$ cat config.mk
export PLATFORM = sky130hd
export DESIGN_NAME = mem_port_arbiter
export DESIGN_NICKNAME = d
export VERILOG_FILES = /design/src/rtl/mem_port_arbiter.sv
export SDC_FILE = /design/constraint.sdc
export NUM_CORES = 1
export LEC_CHECK = 0
export BUFFER_PORTS_ARGS = -buffer_cell sky130_fd_sc_hd__buf_2
export CAP_MARGIN = 10
export CORE_MARGIN = 5
export CORE_UTILIZATION = 25
export CTS_CLUSTER_DIAMETER = 200
export CTS_CLUSTER_SIZE = 14
export DETAILED_ROUTE_END_ITERATION = 16
export PLACE_DENSITY_LB_ADDON = 0.15
export REMOVE_ABC_BUFFERS = 1
export SLEW_MARGIN = 40
export SYNTH_ARGS = -nofsm -noshare
export SYNTH_HDL_FRONTEND = slang
export SYNTH_SLANG_ARGS = --single-unit
$ cat constraint.sdc
create_clock -name clk -period 2.5 [get_ports clk]
set_clock_uncertainty 0.1 [all_clocks]
set_input_delay 0.125 -clock clk [delete_from_list [all_inputs] [get_ports clk]]
set_output_delay 0.125 -clock clk [all_outputs]
set_load 0.02 [all_outputs]
$ cat src/rtl/mem_port_arbiter.sv
// -----------------------------------------------------------------------------
// mem_port_arbiter
//
// Round-robin arbiter that shares one single-ported memory between two
// requesters, such as the I-side and D-side L1 controllers. The winning
// request's we/addr/wdata are latched. The memory enables are then driven for
// MEM_LAT cycles. A one-cycle done pulse follows, with read data registered
// into rdata. After each completed access, priority passes to the other port.
//
// Parameters:
//   WIDTH      data word width
//   ADDR_SIZE  word address width
//   MEM_LAT    memory access cycles (1..15; the counter is 4 bits)
//
// Ports:
//   clk, rst                 clock, asynchronous active-low reset
//   req0/req1                level request, held until the matching done
//   we0/we1                  1 = write, 0 = read (sampled with the grant)
//   addr0/addr1              word address
//   wdata0/wdata1            write data
//   gnt0/gnt1                port owns the memory (ACCESS and DONE)
//   done0/done1              one-cycle completion pulse
//   rdata                    data of the last completed read
//   busy                     arbiter not idle
//   mem_addr/mem_wdata       latched address / write data to memory
//   mem_rd_en/mem_wr_en      memory enables, never both high
//   mem_rdata                memory read data, valid in the last ACCESS cycle
// -----------------------------------------------------------------------------
module mem_port_arbiter #(
    parameter int WIDTH     = 32,
    parameter int ADDR_SIZE = 10,
    parameter int MEM_LAT   = 4
) (
    input  logic                 clk,
    input  logic                 rst,
    input  logic                 req0,
    input  logic                 req1,
    input  logic                 we0,
    input  logic                 we1,
    input  logic [ADDR_SIZE-1:0] addr0,
    input  logic [ADDR_SIZE-1:0] addr1,
    input  logic [WIDTH-1:0]     wdata0,
    input  logic [WIDTH-1:0]     wdata1,
    output logic                 gnt0,
    output logic                 gnt1,
    output logic                 done0,
    output logic                 done1,
    output logic [WIDTH-1:0]     rdata,
    output logic                 busy,
    output logic [ADDR_SIZE-1:0] mem_addr,
    output logic [WIDTH-1:0]     mem_wdata,
    output logic                 mem_rd_en,
    output logic                 mem_wr_en,
    input  logic [WIDTH-1:0]     mem_rdata
);

    localparam logic [3:0] CNT_LOAD = 4'(MEM_LAT - 1);

    typedef enum logic [1:0] {
        IDLE   = 2'd0,
        ACCESS = 2'd1,
        DONE   = 2'd2
    } state_t;

    state_t                 state_q, state_d;
    logic [3:0]             cnt_q, cnt_d;
    logic                   prio_q, prio_d;
    logic                   owner_q, owner_d;
    logic                   we_q, we_d;
    logic [ADDR_SIZE-1:0]   mem_addr_q, mem_addr_d;
    logic [WIDTH-1:0]       mem_wdata_q, mem_wdata_d;
    logic [WIDTH-1:0]       rdata_q, rdata_d;
    logic                   gnt0_q, gnt0_d;
    logic                   gnt1_q, gnt1_d;
    logic                   done0_q, done0_d;
    logic                   done1_q, done1_d;
    logic                   rd_en_q, rd_en_d;
    logic                   wr_en_q, wr_en_d;
    logic                   busy_q, busy_d;

    // Arbitration: a lone requester wins outright; on contention prio decides.
    logic                   any_req;
    logic                   sel;
    logic                   sel_we;
    logic [ADDR_SIZE-1:0]   sel_addr;
    logic [WIDTH-1:0]       sel_wdata;

    always_comb begin
        any_req   = req0 | req1;
        sel       = (req0 && req1) ? prio_q : req1;
        sel_we    = sel ? we1 : we0;
        sel_addr  = sel ? addr1 : addr0;
        sel_wdata = sel ? wdata1 : wdata0;
    end

    // State register
    always_ff @(posedge clk or negedge rst) begin
        if (!rst) begin
            state_q <= IDLE;
        end else begin
            state_q <= state_d;
        end
    end

    // Next-state logic
    always_comb begin
        state_d = state_q;
        case (state_q)
            IDLE:    if (any_req) state_d = ACCESS;
            ACCESS:  if (cnt_q == 4'd0) state_d = DONE;
            DONE:    state_d = IDLE;
            default: state_d = IDLE;
        endcase
    end

    // Output and datapath next values. Every output is a flop, so the values
    // computed here appear one cycle later; this is why the enables are set
    // on the grant edge and cleared on the last ACCESS edge.
    always_comb begin
        cnt_d       = cnt_q;
        prio_d      = prio_q;
        owner_d     = owner_q;
        we_d        = we_q;
        mem_addr_d  = mem_addr_q;
        mem_wdata_d = mem_wdata_q;
        rdata_d     = rdata_q;
        gnt0_d      = 1'b0;
        gnt1_d      = 1'b0;
        done0_d     = 1'b0;
        done1_d     = 1'b0;
        rd_en_d     = 1'b0;
        wr_en_d     = 1'b0;
        case (state_q)
            IDLE: begin
                if (any_req) begin
                    owner_d     = sel;
                    we_d        = sel_we;
                    mem_addr_d  = sel_addr;
                    mem_wdata_d = sel_wdata;
                    cnt_d       = CNT_LOAD;
                    gnt0_d      = !sel;
                    gnt1_d      = sel;
                    rd_en_d     = !sel_we;
                    wr_en_d     = sel_we;
                end
            end
            ACCESS: begin
                gnt0_d = !owner_q;
                gnt1_d = owner_q;
                if (cnt_q == 4'd0) begin
                    // Last access cycle: memory data is valid now.
                    if (!we_q) rdata_d = mem_rdata;
                    done0_d = !owner_q;
                    done1_d = owner_q;
                end else begin
                    cnt_d   = cnt_q - 4'd1;
                    rd_en_d = !we_q;
                    wr_en_d = we_q;
                end
            end
            DONE: begin
                prio_d = !owner_q;
            end
            default: begin
            end
        endcase
        busy_d = gnt0_d | gnt1_d;
    end

    always_ff @(posedge clk or negedge rst) begin
        if (!rst) begin
            cnt_q       <= 4'd0;
            prio_q      <= 1'b0;
            owner_q     <= 1'b0;
            we_q        <= 1'b0;
            mem_addr_q  <= '0;
            mem_wdata_q <= '0;
            rdata_q     <= '0;
            gnt0_q      <= 1'b0;
            gnt1_q      <= 1'b0;
            done0_q     <= 1'b0;
            done1_q     <= 1'b0;
            rd_en_q     <= 1'b0;
            wr_en_q     <= 1'b0;
            busy_q      <= 1'b0;
        end else begin
            cnt_q       <= cnt_d;
            prio_q      <= prio_d;
            owner_q     <= owner_d;
            we_q        <= we_d;
            mem_addr_q  <= mem_addr_d;
            mem_wdata_q <= mem_wdata_d;
            rdata_q     <= rdata_d;
            gnt0_q      <= gnt0_d;
            gnt1_q      <= gnt1_d;
            done0_q     <= done0_d;
            done1_q     <= done1_d;
            rd_en_q     <= rd_en_d;
            wr_en_q     <= wr_en_d;
            busy_q      <= busy_d;
        end
    end

    assign gnt0      = gnt0_q;
    assign gnt1      = gnt1_q;
    assign done0     = done0_q;
    assign done1     = done1_q;
    assign rdata     = rdata_q;
    assign busy      = busy_q;
    assign mem_addr  = mem_addr_q;
    assign mem_wdata = mem_wdata_q;
    assign mem_rd_en = rd_en_q;
    assign mem_wr_en = wr_en_q;

endmodule

=== Word-level counts from Yosys, hierarchy flattened ===
Index checks and enable logic that the tools add are counted.

* Flip-flop bits (word level): 90
* Bits of input ports: 122
* Bits in latches: 0
* RAM bits: 0
* ROM bits: 0
* Memories kept: 0

* Equality and inequality tests: 5
* Reduce and logical (&&, ||, !) cells: 12
* Shift operators: 0
* $add $sub $neg: 1
* Multipliers: 0
* Div/mod/pow operators: 0
* $lt $le $gt $ge: 0
* Muxes and demuxes: 24
* Bitwise gates (word level): 3

{| class="wikitable"
|+ Operators by type and width
! operator !! number
|-
| two-way mux 32 bit || 1
|-
| two-way mux 1 bit || 12
|-
| two-way mux 10 bit || 1
|-
| two-way mux 4 bit || 2
|-
| case mux 1 bit (2 select lines) || 4
|-
| case mux 4 bit (2 select lines) || 1
|-
| != test 2 bit, second input constant || 3
|-
| AND reduction 3 bit || 2
|-
| zero test 1 bit || 4
|-
| zero test 4 bit || 1
|-
| two-way mux 2 bit || 2
|-
| case mux 2 bit (2 select lines) || 1
|-
| AND reduction 2 bit || 2
|-
| subtractor 4 x 1 -> 4 bit, second input constant || 1
|-
| equality test 2 x 1 -> 1 bit, second input constant || 1
|-
| equality test 2 bit, second input constant || 1
|-
| zero test 2 bit || 1
|-
| OR 1 bit || 2
|-
| nonzero test 2 bit || 1
|-
| logical AND 1 bit || 1
|-
| inverter 1 bit || 1
|}

=== Longest topological paths before layout ===
* Depth after elaboration: 6
* Depth in mapped cells: 7
* Mapped depth without buffers: 6

=== Least setup slack after synthesis ===
OpenSTA, ideal clock, no wires.

* Path kind: reg-to-reg
* Start point: register cnt_q[0]
* End point: register rdata_q[0], in the netlist rdata[0]
* Clock period less this slack: 1.784 ns
* Setup slack: 0.716 ns
* Library setup time: 0.125 ns
* Required time: 2.275 ns
* Arrival: 1.559 ns
* Cell stages (with the launch flop): 8
* Buffers on the path: 1
* Path through: dfrtp_1 inv_1 ha_1 nor3b_4 nand2_4 nor2_8 buf_12 mux2_4

* Word-level cells in the longest chain between the ends: 2

{| class="wikitable"
|+ Ends and longest elaborated chain
! item !! RTL line !! text
|-
| start, declared || 66 || <nowiki>logic [3:0] cnt_q, cnt_d;</nowiki>
|-
| start signal, assigned || 187 || <nowiki>cnt_q <= cnt_d;</nowiki>
|-
| zero test 4 bit || 150 || <nowiki>if (cnt_q == 4'd0) begin</nowiki>
|-
| AND reduction 3 bit (no source line) || -- ||
|-
| end signal, assigned || 193 || <nowiki>rdata_q <= rdata_d;</nowiki>
|-
| end, declared || 72 || <nowiki>logic [WIDTH-1:0] rdata_q, rdata_d;</nowiki>
|}

No other way between the ends.
A chain may end at the register's enable or synchronous reset.

=== Worst setup path in the final report ===
* Start point: input req0
* End point: register mem_wdata_q[21], in the netlist mem_wdata[21]

* Word-level cells in the longest chain between the ends: 3
* Elaborated cells between the ends (all ways): 5
* Those cells by class: mux: 2; bitwise: 1; reduce/logical: 2

{| class="wikitable"
|+ Ends and longest elaborated chain
! item !! RTL line !! text
|-
| start, declared || 36 || <nowiki>input logic req0,</nowiki>
|-
| logical AND 1 bit || 90 || <nowiki>sel = (req0 && req1) ? prio_q : req1;</nowiki>
|-
| two-way mux 1 bit || 90 ||
|-
| two-way mux 32 bit || 93 || <nowiki>sel_wdata = sel ? wdata1 : wdata0;</nowiki>
|-
| end signal, assigned || 192 || <nowiki>mem_wdata_q <= mem_wdata_d;</nowiki>
|-
| end, declared || 71 || <nowiki>logic [WIDTH-1:0] mem_wdata_q, mem_wdata_d;</nowiki>
|}

Several ways; a longest one is shown, not always the timed one.

==> flow_summary.html <==
<table>
<tr><th>Metric</th><th>Value</th></tr>
<tr><th colspan="2">Route</th></tr>
<tr><td>Total number of vias</td><td>3457</td></tr>
<tr><td>ANT nets after route</td><td>0</td></tr>
<tr><td>First-pass detailed-route iteration total</td><td>4</td></tr>
<tr><td>Average via count per standard cell</td><td>about 4.1</td></tr>
<tr><td>Number of design rule violations left after detail routing</td><td>0</td></tr>
<tr><td>Wirelength per Cell</td><td>approximately 13 um</td></tr>
<tr><td>Routed wire length</td><td>roughly 11 mm</td></tr>
<tr><td>Starting DRT DRC Count</td><td>84</td></tr>
<tr><th colspan="2">Timing</th></tr>
<tr><td>Final setup fails</td><td>0</td></tr>
<tr><td>Pins over their slew limit</td><td>0</td></tr>
<tr><td>Time the worst path needs with I/O delays and setup</td><td>roughly 2100 ps</td></tr>
<tr><td>Final worst slack</td><td>~370 ps</td></tr>
<tr><td>Final total negative setup slack</td><td>0 ps</td></tr>
<tr><td>Measured slew at the worst slew-check pin</td><td>623.5 ps</td></tr>
<tr><td>Unrepaired setup endpoints after global routing</td><td>false</td></tr>
<tr><td>Worst slew margin relative to its limit</td><td>0.5812</td></tr>
<tr><td>Timing-limited maximum frequency</td><td>0.4685 GHz</td></tr>
<tr><td>Total count of hold-check failures in the final report</td><td>0</td></tr>
<tr><td>Minimum hold slack</td><td>around 8.4 ps</td></tr>
<tr><td>Portion of the clock cycle consumed by the worst path in the final layout</td><td>0.8537</td></tr>
<tr><th colspan="2">Synth</th></tr>
<tr><td>Count of mapped cells out of synthesis</td><td>about 320</td></tr>
<tr><td>Sequential fraction of the synthesis area</td><td>0.5637</td></tr>
<tr><td>Warnings, synthesis</td><td>0</td></tr>
<tr><td>Mapped Area</td><td>about 4000 sq um</td></tr>
<tr><td>Flops &amp; latches, synth</td><td>90</td></tr>
<tr><td>Average cell area after synthesis</td><td>approximately 13 sq um</td></tr>
<tr><td>Synth unique cells</td><td>29</td></tr>
<tr><th colspan="2">Critical path</th></tr>
<tr><td>Endpoint kind of the worst setup timing path</td><td>flip-flop</td></tr>
<tr><td>Worst path max stage delay</td><td>between 500 and 600 ps</td></tr>
<tr><td>Cell at the slowest stage of the critical path</td><td>sky130_fd_sc_hd__dlygate4sd3_1</td></tr>
<tr><td>Data arrival time of the worst path</td><td>around 2200 ps</td></tr>
<tr><td>Path type of the worst setup path</td><td>primary input to flip-flop</td></tr>
<tr><td>CP delay by family, top</td><td>buffers and inverters</td></tr>
<tr><td>Critical path buffer and inverter count</td><td>5</td></tr>
<tr><td>Required time at the endpoint of the critical path</td><td>around 2600 ps</td></tr>
<tr><td>RR Startpoint</td><td>cnt_q[0]$_DFFE_PN0P_</td></tr>
<tr><td>Cell repeated most along the worst path</td><td>sky130_fd_sc_hd__dlygate4sd3_1</td></tr>
<tr><td>R2r endpoint</td><td>rdata[18]$_DFFE_PN0P_</td></tr>
<tr><td>Worst-path fanout max</td><td>46</td></tr>
<tr><td>Nature of the critical path startpoint</td><td>primary input</td></tr>
<tr><td>FF-to-FF path depth</td><td>7</td></tr>
<tr><td>Setup slack of the most critical reg-to-reg path</td><td>approximately 370 ps</td></tr>
<tr><td>Cells traversed along the worst timing path</td><td>dlygate4sd3_1, buf_2, inv_1, o21ai_4, buf_12, mux2i_1, dlygate4sd3_1, o21ai_0</td></tr>
<tr><th colspan="2">Min path</th></tr>
<tr><td>Min-delay src</td><td>wdata0[22]</td></tr>
<tr><td>Destination of the worst hold path</td><td>mem_wdata[22]$_DFFE_PN0P_</td></tr>
<tr><td>Hold depth</td><td>3</td></tr>
<tr><td>Type of the tightest min-delay check</td><td>primary input to flip-flop</td></tr>
<tr><th colspan="2">CTS</th></tr>
<tr><td>Cts bufs inserted</td><td>9</td></tr>
<tr><td>Number of H-tree branching levels</td><td>3</td></tr>
<tr><td>Master cell of the clock root buffer</td><td>sky130_fd_sc_hd__clkbuf_16</td></tr>
<tr><td>Cells resized by post-CTS repair</td><td>0</td></tr>
<tr><td>Clock tree from TritonCTS</td><td>done</td></tr>
<tr><td>Number of buffers on the longest clock path</td><td>2</td></tr>
<tr><td>Clock latency on the worst-skew pair</td><td>approximately 330 ps</td></tr>
<tr><td>Clock Pin Slew Worst Setup and Hold Paths</td><td>roughly 60 ps</td></tr>
<tr><td>Hold buffers post-CTS</td><td>114</td></tr>
<tr><td>Clk sinks</td><td>90</td></tr>
<tr><td># Post-CTS Setup Buffers</td><td>0</td></tr>
<tr><th colspan="2">Power</th></tr>
<tr><td>Leakage power</td><td>roughly 3.5 nW</td></tr>
<tr><td>PwrDens</td><td>around 1100 nW/um^2</td></tr>
<tr><td>Worst ir drop on vdd</td><td>about 0.46 mV</td></tr>
<tr><th colspan="2">Layout</th></tr>
<tr><td>Share of cells above drive strength 1</td><td>0.4126</td></tr>
<tr><td>Share of the core filled with cells</td><td>0.4238</td></tr>
<tr><td>Fill cell instance count of the final layout</td><td>1559</td></tr>
<tr><td>Net count, final</td><td>754</td></tr>
<tr><td>Diodes inserted</td><td>0</td></tr>
<tr><td>Area Overhead vs Synth</td><td>67.30%</td></tr>
<tr><th colspan="2">Placement</th></tr>
<tr><td>Global placement routability congestion</td><td>~0.7</td></tr>
<tr><td>PortBufs</td><td>between 200 and 250</td></tr>
<tr><td>Post-placement setup slack</td><td>384.1 ps</td></tr>
<tr><td>Detailed placer's ending HPWL</td><td>7.597 mm</td></tr>
<tr><th colspan="2">GRT</th></tr>
<tr><td>Pin count of the biggest net entering global routing</td><td>92</td></tr>
<tr><td>Routing usage on met1</td><td>0.1546</td></tr>
<tr><td>Number of global-route vias before repair</td><td>about 3700</td></tr>
<tr><td>Total track usage</td><td>0.1244</td></tr>
<tr><td>GR met2 Demand/Resource</td><td>0.1990</td></tr>
<tr><td>Antenna violations before repair</td><td>1</td></tr>
<tr><td>Global route total overflow</td><td>0</td></tr>
<tr><td>Met3 layer usage reported by global route</td><td>0.04700</td></tr>
<tr><td>Wire length of the first global-routing pass</td><td>about 18 mm</td></tr>
<tr><td>Most utilized layer in the global route result</td><td>met2</td></tr>
<tr><th colspan="2">Floorplan</th></tr>
<tr><td>Count of standard-cell rows</td><td>46</td></tr>
<tr><td>I/O pin count</td><td>roughly 200</td></tr>
<tr><td>Area of the die</td><td>around 19000 sq um</td></tr>
<tr><td>Die outline width</td><td>136.4 um</td></tr>
<tr><td>Initial Util</td><td>0.2533</td></tr>
<tr><td>Area of the core region</td><td>15770 sq um</td></tr>
<tr><td>Die Y-Extent</td><td>~140 um</td></tr>
<tr><th colspan="2">Job</th></tr>
<tr><td>Max-cap viol count</td><td>0</td></tr>
<tr><th colspan="2">Outcome</th></tr>
<tr><td>Result of the run</td><td>finished clean</td></tr>
</table>
-- state kept, by name, summed over array words and instances, names as in the netlist, 2 cells and up --
signal / count
cnt_q: 4
mem_addr: 10
mem_wdata: 32
rdata: 32
state_q: 2
-- synthesized netlist by cell type (all sizes together) --
| library cell | number | area (sq um) |
|---|---|---|
| ha | 2 | 25.02 |
| nor3b | 1 | 18.77 |
| dfrtp | 90 | 2252 |
| nand2 | 53 | 206.5 |
| o2bb2ai | 1 | 8.760 |
| o31ai | 1 | 7.510 |
| o21a | 1 | 7.510 |
| and3 | 1 | 6.260 |
| and4bb | 1 | 12.51 |
| a31oi | 1 | 6.260 |
| mux2i | 44 | 440.4 |
| and2b | 1 | 10.01 |
| inv | 4 | 15.01 |
| nor3 | 3 | 15.01 |
| nand2b | 2 | 12.51 |
| mux2 | 32 | 473.0 |
| a21oi | 2 | 10.01 |
| buf | 18 | 166.4 |
| o21ai | 47 | 235.2 |
| or3 | 2 | 12.51 |
| nor2 | 8 | 46.30 |
| o211ai | 1 | 7.510 |
-- stage by stage --
step | instances | total power [mW] | instance area, sq um
after floorplan | 298 | 4.599 | 3829
after global placement | 721 | 5.699 | 5200
after detailed placement | 721 | 5.736 | 5200
after CTS | 851 | 7.511 | 6680
after global routing | 851 | 7.917 | 6684
final | 851 | 7.397 | 6684
-- power breakdown --
| part | switching, mW | internal, mW | leakage (nW) |
|---|---|---|---|
| Clock | 0.547 | 0.956 | 0.165 |
| Combinational | 1.88 | 1.45 | 2.21 |
| Sequential | 0.406 | 2.16 | 1.11 |
| Total | 2.83 | 4.56 | 3.49 |
-- tightest hold or removal path: cells and delay by family --
family                 cells  cell delay [ps]
multiplexers               1               70
buffers and inverters      1               70
AO/OA/AOI/OAI              1              130
-- area by class of cell --
type / count / area, sq um / area share
clock buffers: 12 / 266.5 / 0.03987
clock inverters: 4 / 72.57 / 0.01086
inverters: 4 / 15.01 / 0.002246
multi-input cells: 204 / 1574 / 0.2355
flip-flops and latches: 90 / 2252 / 0.3370
well taps: 216 / 270.3 / 0.04043
repair buffers: 321 / 2233 / 0.3341
-- logic make-up (layout without fill, tap and decap cells) --
family | count (synthesis) | count (layout) | share of synthesized area
flops | 90 | 90 | 0.5637
buf+inv | 22 | 341 | 0.04541
compound gates | 54 | 54 | 0.07078
fa+ha+maj | 2 | 2 | 0.006263
simple gates | 72 | 72 | 0.08519
mux | 76 | 76 | 0.2286
-- metal layers --
| layer | part of all wire | wire, um |
|---|---|---|
| met2 | 0.44 | 5021 |
| met4 | 0.013 | 153 |
| met3 | 0.10 | 1175 |
| met1 | 0.45 | 5106 |
| met5 | 0.0011 | 13 |
-- cells in the final DEF (no fill, tap or decap), drive strengths merged, types with 3 or more instances in the layout --
master       synthesis  routed
nand2               53      53
mux2                32      32
mux2i               44      44
nor2                 8       8
buf                 18     207
o21ai               47      47
clkbuf               0      12
dfrtp               90      90
nor3                 3       3
dlygate4sd3          0     114
inv                  4       4
-- how the worst max path moves through the flow --
stage,start,end,slack (ps),depth (start not counted)
after floorplan,prio_q$_DFFE_PN0N_,mem_rd_en$_DFF_PN0_,-1600,3
after global placement,cnt_q[0]$_DFFE_PN0P_,rdata[10]$_DFFE_PN0P_,450,7
after detailed placement,cnt_q[0]$_DFFE_PN0P_,rdata[3]$_DFFE_PN0P_,380,7
after CTS,cnt_q[0]$_DFFE_PN0P_,rdata[7]$_DFFE_PN0P_,370,7
after global routing,req0,mem_wdata[15]$_DFFE_PN0P_,220,8
final,req0,mem_wdata[21]$_DFFE_PN0P_,370,8
No activity file was read; power rests on OpenSTA's default activity.
